[src/rtl/nto1_muxreg_hs_if.sv]
// Handshake bundle for the N:1 registered mux: per-channel inputs, one registered output stage.
// master drives the producer/consumer side; slave is the mux itself.
interface nto1_muxreg_hs_if #(
    parameter int WIDTH = 8,
    parameter int NCH   = 4,
    parameter int SELW  = 2
);
    logic                  mode;
    logic [SELW-1:0]       sel;
    logic [NCH*WIDTH-1:0]  in_data;
    logic [NCH-1:0]        in_valid;
    logic [NCH-1:0]        in_ready;
    logic [WIDTH-1:0]      out_data;
    logic                  out_valid;
    logic [SELW-1:0]       out_ch;
    logic                  out_ready;

    modport master (
        output mode, sel, in_data, in_valid, out_ready,
        input  in_ready, out_data, out_valid, out_ch
    );

    modport slave (
        input  mode, sel, in_data, in_valid, out_ready,
        output in_ready, out_data, out_valid, out_ch
    );
endinterface

[src/rtl/nto1_muxreg_hs.sv]
// N:1 channel mux into a one-entry registered output stage with valid/ready handshaking.
// Grant is either a fixed select or round-robin starting after the last channel that transferred.
module nto1_muxreg_hs #(
    parameter int WIDTH = 8,
    parameter int NCH   = 4,
    parameter int SELW  = 2
) (
    input  logic                clk,
    input  logic                reset_n,
    nto1_muxreg_hs_if.slave     bus
);

    logic [WIDTH-1:0] out_data_q;
    logic             out_valid_q;
    logic [SELW-1:0]  out_ch_q;
    logic [SELW-1:0]  rr_ptr;

    logic             load;
    logic             gnt_vld;
    logic [SELW-1:0]  gnt;
    logic [NCH-1:0]   in_ready_c;

    assign load = !out_valid_q || bus.out_ready;

    always_comb begin
        int idx;
        gnt_vld = 1'b0;
        gnt     = '0;
        idx     = 0;
        if (!bus.mode) begin
            // comparing against every legal index means an out-of-range sel simply never matches
            for (int i = 0; i < NCH; i++) begin
                if (bus.sel == SELW'(i) && bus.in_valid[i]) begin
                    gnt_vld = 1'b1;
                    gnt     = SELW'(i);
                end
            end
        end else begin
            for (int k = 1; k <= NCH; k++) begin
                idx = (int'(rr_ptr) + k) % NCH;
                if (!gnt_vld && bus.in_valid[idx]) begin
                    gnt_vld = 1'b1;
                    gnt     = SELW'(idx);
                end
            end
        end
    end

    // reset_n gating keeps every accept strobe low while the block is held in reset
    always_comb begin
        in_ready_c = '0;
        if (reset_n && load && gnt_vld) begin
            in_ready_c[gnt] = 1'b1;
        end
    end

    always_ff @(posedge clk or negedge reset_n) begin
        if (!reset_n) begin
            out_data_q  <= '0;
            out_valid_q <= 1'b0;
            out_ch_q    <= '0;
            rr_ptr      <= SELW'(NCH - 1);
        end else if (load) begin
            if (gnt_vld) begin
                out_data_q  <= bus.in_data[int'(gnt)*WIDTH +: WIDTH];
                out_ch_q    <= gnt;
                out_valid_q <= 1'b1;
                rr_ptr      <= gnt;
            end else begin
                out_valid_q <= 1'b0;
            end
        end
    end

    assign bus.in_ready  = in_ready_c;
    assign bus.out_data  = out_data_q;
    assign bus.out_valid = out_valid_q;
    assign bus.out_ch    = out_ch_q;

endmodule

[src/flat_wrapper.sv]
// flat-port wrapper written by rule: the top's interface ports become plain ports
module nto1_muxreg_hs_flat 
#(
    parameter int WIDTH = 8,
    parameter int NCH   = 4,
    parameter int SELW  = 2
)
  (clk, reset_n, bus_mode, bus_sel, bus_in_data, bus_in_valid, bus_out_ready, bus_in_ready, bus_out_data, bus_out_valid, bus_out_ch);
  nto1_muxreg_hs_if #(.WIDTH(WIDTH), .NCH(NCH), .SELW(SELW)) bus_i ();
  input  logic clk;
  input  logic reset_n;
  input wire logic [$bits(bus_i.mode)-1:0] bus_mode;
  input wire logic [$bits(bus_i.sel)-1:0] bus_sel;
  input wire logic [$bits(bus_i.in_data)-1:0] bus_in_data;
  input wire logic [$bits(bus_i.in_valid)-1:0] bus_in_valid;
  input wire logic [$bits(bus_i.out_ready)-1:0] bus_out_ready;
  output wire logic [$bits(bus_i.in_ready)-1:0] bus_in_ready;
  output wire logic [$bits(bus_i.out_data)-1:0] bus_out_data;
  output wire logic [$bits(bus_i.out_valid)-1:0] bus_out_valid;
  output wire logic [$bits(bus_i.out_ch)-1:0] bus_out_ch;
  assign bus_i.mode = bus_mode;
  assign bus_i.sel = bus_sel;
  assign bus_i.in_data = bus_in_data;
  assign bus_i.in_valid = bus_in_valid;
  assign bus_i.out_ready = bus_out_ready;
  assign bus_in_ready = bus_i.in_ready;
  assign bus_out_data = bus_i.out_data;
  assign bus_out_valid = bus_i.out_valid;
  assign bus_out_ch = bus_i.out_ch;
  nto1_muxreg_hs #(.WIDTH(WIDTH), .NCH(NCH), .SELW(SELW)) u_core (.clk(clk), .reset_n(reset_n), .bus(bus_i));
endmodule
[config.mk]
export PLATFORM = sky130hd
export DESIGN_NAME = nto1_muxreg_hs_flat
export DESIGN_NICKNAME = d
export VERILOG_FILES = /design/src/rtl/nto1_muxreg_hs_if.sv /design/src/rtl/nto1_muxreg_hs.sv /design/src/flat_wrapper.sv
export SDC_FILE = /design/constraint.sdc
export NUM_CORES = 1
export LEC_CHECK = 0
export BUFFER_PORTS_ARGS = -buffer_cell sky130_fd_sc_hd__buf_2
export CORE_AREA = 3 3 49 51
export DETAILED_ROUTE_END_ITERATION = 8
export DIE_AREA = 0 0 52 54
export PLACE_DENSITY = 0.82
export SYNTH_ARGS = -nofsm -noshare
export SYNTH_HDL_FRONTEND = slang
export SYNTH_SLANG_ARGS = --single-unit
[constraint.sdc]
create_clock -name clk -period 4.3 [get_ports clk]
set_input_delay 1.075 -clock clk [delete_from_list [all_inputs] [get_ports clk]]
set_output_delay 1.075 -clock clk [all_outputs]
set_load 0.005 [all_outputs]
; ---- Yosys cells after proc, flatten, opt, wreduce, memory -nomap -nowiden
; Index checks and enable logic that the tools add are counted.
; Widths: inputs -> output; s select.
[op_classes]
reduce_logical = 21
muxes = 36
order_cmp = 6
add_sub_neg = 4
n_eq_ne = 3
shifts = 1
bitwise_logic = 4
[op_table]
columns = cell, n
row1 = $shiftx 32x6->8, 1
row2 = $mux 1, 23
row3 = $lt 3x4->1 const B, 4
row4 = $mux 2, 7
row5 = $logic_and 1x1->1, 10
row6 = $bmux 1 s2, 4
row7 = $reduce_or 2->1, 4
row8 = $add 2x1->2 const B, 2
row9 = $add 2x2->2 const B, 2
row10 = $and 1x1->1 const A, 4
row11 = $eq 2x2->1 const B, 2
row12 = $logic_not 1->1, 4
row13 = $mux 4, 1
row14 = $lt 2x3->1 const B, 1
row15 = $demux 1 s2, 1
row16 = $eq 2x1->1 const B, 1
row17 = $ge 2x1->1 const B, 1
row18 = $logic_not 2->1, 1
row19 = $reduce_and 2->1, 1
row20 = $logic_or 1x1->1, 1
[word_totals]
inputBits = 42
ff_bits = 13
output_inout_bits = 15

; ---- Logic depth before layout (Yosys ltp)
; Gate-level depths: netlist of run 1.
[depth]
depth_word = 25
mapped_depth = 7
depth_no_buf = 6

; ---- Worst setup path after synthesis of run 1
; No wires, ideal clock.
[synth_path]
kind = input to output
startpoint = in bus_in_valid[0]
endpoint = out bus_in_ready[0]
arrival_time_ps = 2074
path_slack_ps = 1151
path_buffers = 1
stages = 5
required_ps = 3225
cell_sequence = and3b_1 > a21oi_2 > o311ai_2 > buf_4 > nor2b_1
[synth_between]
elab_chain_len = 22
word_cells_on_any_way = 43
cone_classes = 2 x order compare / 32 x mux / 9 x reduce/logical
[synth_lines]
columns = element, line_no
row1 = start: declaration, flat_wrapper.sv:15  ; input wire logic [$bits(bus_i.in_valid)-1:0] bus_in_valid;
row2 = $bmux 1 s2, nto1_muxreg_hs.sv:41  ; if (!gnt_vld && bus.in_valid[idx]) begin
row3 = $mux 1 (not written as such) (2 in series), nto1_muxreg_hs.sv:41
row4 = $mux 1, nto1_muxreg_hs.sv:41
row5 = $mux 1, nto1_muxreg_hs.sv:30  ; if (!bus.mode) begin
row6 = $logic_not 1->1, nto1_muxreg_hs.sv:41
row7 = $logic_and 1x1->1, nto1_muxreg_hs.sv:41
row8 = $mux 1, nto1_muxreg_hs.sv:41
row9 = $mux 1, nto1_muxreg_hs.sv:30
row10 = [5 not listed], -
row11 = $logic_and 1x1->1, nto1_muxreg_hs.sv:41
row12 = $mux 2, nto1_muxreg_hs.sv:41
row13 = $mux 2, nto1_muxreg_hs.sv:30
row14 = $lt 2x3->1 (not written as such) / $ge 2x1->1 (equally long branches), nto1_muxreg_hs.sv:53  ; in_ready_c[gnt] = 1'b1;
row15 = $logic_and 1x1->1 (not written as such), nto1_muxreg_hs.sv:53
row16 = $mux 1 (not written as such), nto1_muxreg_hs.sv:53
row17 = $demux 1 s2, -
row18 = $mux 4 *, nto1_muxreg_hs.sv:52  ; if (reset_n && load && gnt_vld) begin
row19 = end: declaration, flat_wrapper.sv:17  ; output wire logic [$bits(bus_i.in_ready)-1:0] bus_in_ready;
; Mark *: on every way between the ends. The rest lies on a longest branch, timed or not. The select of a mux whose other input is x is not followed.

; ---- Worst setup path after layout of run 1
[layout_path]
startpoint = in bus_sel[1]
endpoint = out bus_in_ready[2]
[layout_between]
elab_chain_len = 11
word_cells_on_any_way = 24
cone_classes = 2 x order compare / 3 x eq/ne / 12 x mux / 7 x reduce/logical
[layout_lines]
columns = element, line_no
row1 = start: declaration, flat_wrapper.sv:13  ; input wire logic [$bits(bus_i.sel)-1:0] bus_sel;
row2 = $eq 2x1->1, nto1_muxreg_hs.sv:33  ; if (bus.sel == SELW'(i) && bus.in_valid[i]) begin
row3 = $logic_and 1x1->1, nto1_muxreg_hs.sv:33
row4 = $mux 1, nto1_muxreg_hs.sv:33
row5 = $mux 2 (2 in series), nto1_muxreg_hs.sv:33
row6 = $mux 2, nto1_muxreg_hs.sv:30
row7 = $lt 2x3->1 (not written as such) / $ge 2x1->1 (equally long branches), nto1_muxreg_hs.sv:53
row8 = $logic_and 1x1->1 (not written as such), nto1_muxreg_hs.sv:53
row9 = $mux 1 (not written as such), nto1_muxreg_hs.sv:53
row10 = $demux 1 s2, -
row11 = $mux 4 *, nto1_muxreg_hs.sv:52
; Mark *: on every way between the ends. The rest lies on a longest branch, timed or not.

==> qor.yml, run 1 <==
critical_path:
  cp_max_fo: 4
  worstSetupStartpointType: "input pin"
  rr_endpoint: "u_core.bus.out_data[2]"
  crit_path_max_incr_delay_ns: 0.34
  cpLargestDelayFamily: "simple AND/OR/NAND/NOR gates"
  cp.required_ns: 3.22
  path_cells: "buf_2 -> mux2_2 -> a21oi_2 -> a32o_1 -> and2b_1 -> nand3b_1 -> nor2_1 -> buf_2"
  r2r.worst_path.cells: 7
  worstSetupPathType: "in -> out"
  crit_path_end_kind: "output port"
  path_buf_inv: 2
  arrival_ns: 2.39
  slowest_stage: "mux2_2"
  crit_path_frequent_cell: "buf_2"
  r2r-start: "u_core.rr_ptr[0]"
  rrSetupSlack_ns: 2.20
detailed_routing:
  ant_nets: 0
  via_count: 957
  wl_per_cell_microns: 13.7
  via_per_inst: 5.38
  drt_iter0_markers: 23
  drtPass1Iterations: 4
  drc: 0
  drt_wl_total_microns: 2430
sta:
  min_period_ns: 3.47
  hold_violations: 0
  max_freq_mhz: 289
  max-slew-margin-rel_pct: 64.8
  tightest_slew_ns: 0.528
  rsz0062_at_grt: "no"
  timing.final.crit_share_pct: 80.6
  setup_viol: 0
  setup_slack_ns: 0.834
  fin_skew_ns: 0.00404
  slew_violations: 0
  finalSetupTns_ns: 0
clock_network:
  clk_latency_ns: 0.28
  cts_resized: 0
  root_buffer: "clkbuf_4"
  cts-hold-fix-buffers: 0
  cts_max_path_buffers: 2
  clock-sinks: 13
  htree_levels: 1
  postCtsSetupBuffers: 0
  cts_buffers: 3
  cts_tree: "yes"
  path_clk_slew_ns: 0.07
layout:
  drive_above_1_share_pct: 45.0
  areaGrowthSynthToFinish_pct: 36.4
  antenna_cells: 0
  fin_nets: 194
  ff_latch_area_sq_um: 328
  multi_input_area_sq_um: 551
  num-fill-cells: 175
place:
  gp_congestion: 0.793
  hpwl_microns: 1950
  port_buffers: 56
  dp_slack_ns: 0.844
min_path:
  whs_endpoint: "u_core.bus.out_ch[0]"
  hp-class: "reg -> reg"
  min-delay-start: "u_core.bus.out_ch[0]"
  min_path_cells: 2
pwr:
  p_leak_nw: 0.668
  peakVddDrop_mv: 0.185
  power.density_nw_per_um2: 342
floorplan:
  rows: 16
  initial_core_util_pct: 45.6
  dieArea_sq_um: 2810
  chipHeight_microns: 54
  pin_count: 57
  core_sq_um: 1980
  die_w_microns: 52
global_route:
  grt_antenna_before_repair: 0
  grt_overflow: 0
  grt_pass1_wl_microns: 3740
  grt_pass1_vias: 923
  grt_max_degree: 18
  grtUsageTotal_pct: 18.2
yosys:
  synth_seq_cells: 13
  syn-num-nets: 136
  syn_inst: 94
  synth_area_leaders: "dfrtp_1 30%, mux2i_1 19%, o221ai_1 8.7%"
  synth_cell_types: 29
  avgSynthCellArea_sq_um: 9.62
  yosysSeqAreaShare_pct: 36.2
  yosysTopAreaCell: "dfrtp_1"
  yosysWarnings: 0
  synth_top_area_share_pct: 30.4
  netlist_area_sq_um: 905
status:
  outcome: "completed"
run:
  max_cap_viol_count: 0
==> tightest hold or removal path: cells and delay by family (launching register included) <==
kind / cells / cell delay (ns)
flops: 1 / 0.34
simple gates: 2 / 0.11
==> cells in the final DEF, fill, tap and decap left out, drive strengths merged <==
cell      n
nand3     1
clkbuf    4
inv       2
a31oi     1
a21oi     2
mux2      2
and2b     1
dfrtp    11
mux2i    17
nand2    15
nand3b    2
or2       1
nor2b     3
buf      57
a32o      1
nor2      7
a21o      3
o22ai     2
o311ai    1
dfstp     2
and3b     1
nand2b    3
o21ai     2
o2111ai   1
o221ai    9
==> report_power, final <==
part           switching (mW)  internal (mW)  total, mW
Clock                  0.0397         0.0361     0.0757
Sequential             0.0216          0.156      0.178
Combinational          0.0838         0.0847      0.169
Total                   0.145          0.277      0.422
==> layer usage <==
layer,track usage (%),wire [microns],vias to the layer above
li1,-,-,464
met1,20.8,952,437
met2,30.8,1220,51
met3,2.49,194,5
met4,13.5,65,0
met5,0,0,-
==> cell usage after synthesis <==
master	number
mux2i_1	17
nand2_1	14
dfrtp_1	11
o221ai_1	9
nor2_1	7
a21o_1	3
nand2b_1	3
nor2b_1	3
a21oi_2	2
dfstp_2	2
inv_1	2
mux2_2	2
nand3b_1	2
o22ai_1	2
a31oi_1	1
a32o_1	1
and2b_1	1
and3b_1	1
buf_2	1
buf_4	1
buf_6	1
clkbuf_2	1
nand2_2	1
nand3_1	1
o2111ai_1	1
o21ai_0	1
o21ai_1	1
o311ai_2	1
or2_0	1
==> worst max path at each step <==
stage	slack, ns	from	cells past startpoint	end
floorplan	1.15	bus_in_valid[0]	5	bus_in_ready[0]
global placement	0.90	bus_sel[1]	8	bus_in_ready[2]
detailed placement	0.84	bus_sel[1]	8	bus_in_ready[2]
CTS	0.84	bus_sel[1]	8	bus_in_ready[2]
global route	0.76	bus_sel[1]	8	bus_in_ready[2]
finish	0.83	bus_sel[1]	8	bus_in_ready[2]
==> per-stage QoR <==
step	power (mW)	utilization, %	std cells	hold WS, ns	instance area (sq um)
after detailed placement	0.350	60.9	174	0.464	1210
after CTS	0.427	62.2	178	0.487	1230
after floorplan	0.278	-	94	0.467	905
after global routing	0.452	62.2	178	0.521	1230
after global placement	0.342	60.9	174	0.461	1210
final	0.422	62.2	178	0.481	1230
==> state kept, by name (all words and copies together) (netlist names) <==
| register | flops |
|---|---|
| u_core.rr_ptr | 2 |
| u_core.bus.out_ch | 2 |
| u_core.bus.out_data | 8 |
| u_core.bus.out_valid | 1 |
==> cell families after synthesis <==
family / after synthesis / share of synthesized area, %
simple gates: 34 / 18.3
compound gates: 22 / 20.2
mux: 19 / 21.3
flops: 13 / 36.2
buf+inv: 6 / 4.01
==> area by class of cell <==
cell class	count	area share [%]
inverters	2	0.609
well taps	27	2.74
clock buffers	4	2.13
multi-input cells	75	44.6
flip-flops and latches	13	26.6
repair buffers	57	23.3
Note: power is estimated with default switching activity, not from simulation.
==> run 2: changes to the inputs <==
--- a/config.mk
+++ b/config.mk
@@ -5,11 +5,12 @@
 export SDC_FILE = /design/constraint.sdc
 export NUM_CORES = 1
 export LEC_CHECK = 0
+export ABC_AREA = 1
 export BUFFER_PORTS_ARGS = -buffer_cell sky130_fd_sc_hd__buf_2
-export CORE_AREA = 3 3 49 51
+export CORE_AREA = 3 3 58 60
 export DETAILED_ROUTE_END_ITERATION = 8
-export DIE_AREA = 0 0 52 54
-export PLACE_DENSITY = 0.82
+export DIE_AREA = 0 0 61 63
+export PLACE_DENSITY = 0.74
 export SYNTH_ARGS = -nofsm -noshare
 export SYNTH_HDL_FRONTEND = slang
 export SYNTH_SLANG_ARGS = --single-unit
==> constraint.sdc (replaced) <==
create_clock -name clk -period 3 [get_ports clk]
set_input_delay 0.75 -clock clk [delete_from_list [all_inputs] [get_ports clk]]
set_output_delay 0.75 -clock clk [all_outputs]
set_load 0.005 [all_outputs]
==> qor.yml, run 2 <==
clock_network:
  clk_latency_ns: 0.28  # about the same
  clock-sinks: 13  # unchanged
  cts_max_path_buffers: 2  # unchanged
  root_buffer: "clkbuf_4"
  cts_tree: "yes"
  htree_levels: 1  # unchanged
  cts_buffers: 3  # unchanged
  cts-hold-fix-buffers: 0  # unchanged
  path_clk_slew_ns: 0.08  # about the same
critical_path:
  cp_max_fo: 17  # +13
  crit_path_end_kind: "output port"
  crit_path_max_incr_delay_ns: 0.60  # +0.26 ns
  arrival_ns: 2.15  # -0.24 ns
  crit_path_frequent_cell: "nand2_1"
  path_cells: "inv_4 -> nand2_1 -> nand2_1 -> nand2_1 -> nand2_2 -> nor2_4 -> nand3_2 -> nand2_2 -> inv_6 -> nand2_8 -> inv_2 -> nor3_1 -> buf_2"
  worstSetupPathType: "reg -> out"
  cp.required_ns: 2.25  # -0.97 ns
  slowest_stage: "dfstp_2"
  worstSetupStartpointType: "register"
floorplan:
  core_sq_um: 2980  # +50%
  die_w_microns: 61  # +17%
  initial_core_util_pct: 40.7  # -4.9 points
  pin_count: 57  # unchanged
  dieArea_sq_um: 3840  # +37%
  chipHeight_microns: 63  # +17%
  rows: 20  # +4
yosys:
  avgSynthCellArea_sq_um: 5.91  # -39%
  synth_top_area_share_pct: 35.0  # +4.6 points
  synth_area_leaders: "nand2_1 35%, dfrtp_1 23%, nand3_1 10%"
  netlist_top_cells_count: "113 x nand2_1, 25 x nand3_1, 13 x nand2_2, 11 x dfrtp_1, 8 x inv_1"
  synth-async-reset-ratio_pct: 100  # unchanged
  yosysWarnings: 0  # unchanged
  synth_seq_cells: 13  # unchanged
  synth_edf_count: 0  # unchanged
  synth-main-ff-cell: "dfrtp_1"
  syn-num-nets: 247  # +82%
  syn_inst: 205  # +120%
  netlist_area_sq_um: 1210  # +34%
  yosysTopAreaCell: "nand2_1"
  synth.most_common_cell: "nand2_1"
  synth_cell_types: 22  # -24%
  yosysSeqAreaShare_pct: 27.0  # -9.2 points
pwr:
  p_int_mw: 0.742  # +170%
  combPwrFrac_pct: 71.5  # +31 points
  switchingPower_mw: 0.777  # +440%
  swShare_pct: 51.2  # +17 points
  p_leak_nw: 1.00  # +50%
  peakVddDrop_mv: 0.312  # +68%
  p_total_mw: 1.52  # +260%
  power.density_nw_per_um2: 941  # +180%
  p_seq_share_pct: 21.4  # -21 points
  p_clk_share_pct: 7.1  # -11 points
global_route:
  grt_pass1_wl_microns: 5520  # +48%
  grt_antenna_before_repair: 0  # unchanged
  grt_pass1_vias: 1380  # +50%
  grt_max_degree: 18  # unchanged
  grt_overflow: 0  # unchanged
  grtUsageTotal_pct: 18.3  # +0.14 points
layout:
  antenna_cells: 0  # unchanged
  finish.utilization_pct: 54.2  # -8.0 points
  areaGrowthSynthToFinish_pct: 33.1
  finalInstanceArea_sq_um: 1610  # +31%
  final_cell_mix: "113 x nand2_1, 56 x buf_2, 25 x nand3_1"
  layout.cells.most_common: "nand2_1"
  fin_nets: 312  # +61%
  drive_above_1_share_pct: 37.2  # -7.9 points
  largest_reg_flops: 8  # unchanged
sta:
  timing.final.crit_share_pct: 96.6
  whs_ns: 0.405  # -0.0762 ns
  rsz0062_at_grt: "yes"
  min_period_ns: 2.90
  setup_viol: 0  # unchanged
  slew_violations: 0  # unchanged
  hold_violations: 0  # unchanged
  tightest_slew_ns: 0.242  # -0.286 ns
  setup_slack_ns: 0.102  # -0.733 ns
  fin_skew_ns: 0.00433  # +0.000296 ns
  max-slew-margin-rel_pct: 83.9  # +19 points
  max_freq_mhz: 345
detailed_routing:
  drt_wl_total_microns: 3280  # +35%
  via_count: 1480  # +55%
  via_per_inst: 4.90  # -8.8%
  ant_nets: 0  # unchanged
  drtPass1Iterations: 4  # unchanged
  drt_iter0_markers: 77  # +230%
  wl_per_cell_microns: 10.8  # -21%
  drc: 0  # unchanged
run:
  max_cap_viol_count: 0  # unchanged
place:
  dp_slack_ns: 0.235  # -0.609 ns
  hpwl_microns: 2610  # +34%
  gp_congestion: 0.943  # +19%
  port_buffers: 56  # unchanged
  placed_area_sq_um: 1530  # +27%
status:
  outcome: "completed"
min_path:
  hp-class: "in -> async"
-- run 2: critical path, delay by kind of cell (launching register included) --
| family | cells | cell delay (ns) |
|---|---|---|
| buf+inv | 4 | 0.34 |
| flops | 1 | 0.60 |
| simple gates | 9 | 0.93 |
-- run 2: timing repair --
action / in CTS / in global routing
setup endpoints to repair: 0 / 4
setup buffers: 0 / 4
resized for setup: 0 / 5
-- run 2: final timing paths --
kind / cells after the start / from / slack [ns] / to
max: 13 / u_core.rr_ptr[0] / 0.10 / bus_in_ready[0]
min in group clk: 2 / u_core.bus.out_data[2] / 0.48 / u_core.bus.out_data[2]
min: 2 / reset_n / 0.40 / u_core.bus.out_data[4]
max reg2reg: 17 / u_core.rr_ptr[0] / 0.81 / u_core.bus.out_data[2]
min reg2reg: 2 / u_core.bus.out_data[2] / 0.48 / u_core.bus.out_data[2]
max in group asynchronous: 2 / reset_n / 2.37 / u_core.rr_ptr[0]
-- run 2: kinds of logic after synthesis --
group	count (synthesis)	share of synthesized area, %
compound gates	6	2.58
buf+inv	21	9.49
flops	13	27.0
simple gates	165	60.9
-- run 2: routing by layer --
layer	global-route usage (%)	up-vias	share of wire, %
li1	-	766	-
met5	0	-	0
met3	2.89	8	6.2
met1	23.9	645	44
met4	7.59	0	2.3
met2	29.3	61	48
-- run 2: power by group through the flow --
stage               clock network [mW]  logic (mW)  registers, mW
floorplan                            0       0.764          0.317
global placement                     0       0.983          0.333
detailed placement                   0       0.993          0.334
CTS                              0.111       0.998          0.332
global route                     0.119        1.23          0.335
finish                           0.107        1.09          0.326
-- run 2: area by class of cell --
cell class	count	area, sq um
clock buffers	4	26.3
multi-input cells	171	783
repair buffers	67	375
fillers	320	1360
well taps	33	41.3
flip-flops and latches	13	328
inverters	14	60.1
-- run 2: stage by stage --
stage / setup TNS [ns] / std cells
after floorplan: 0 / 205
after global placement: 0 / 294
after detailed placement: 0 / 294
after CTS: 0 / 298
after global routing: -0.155 / 302
final: 0 / 302
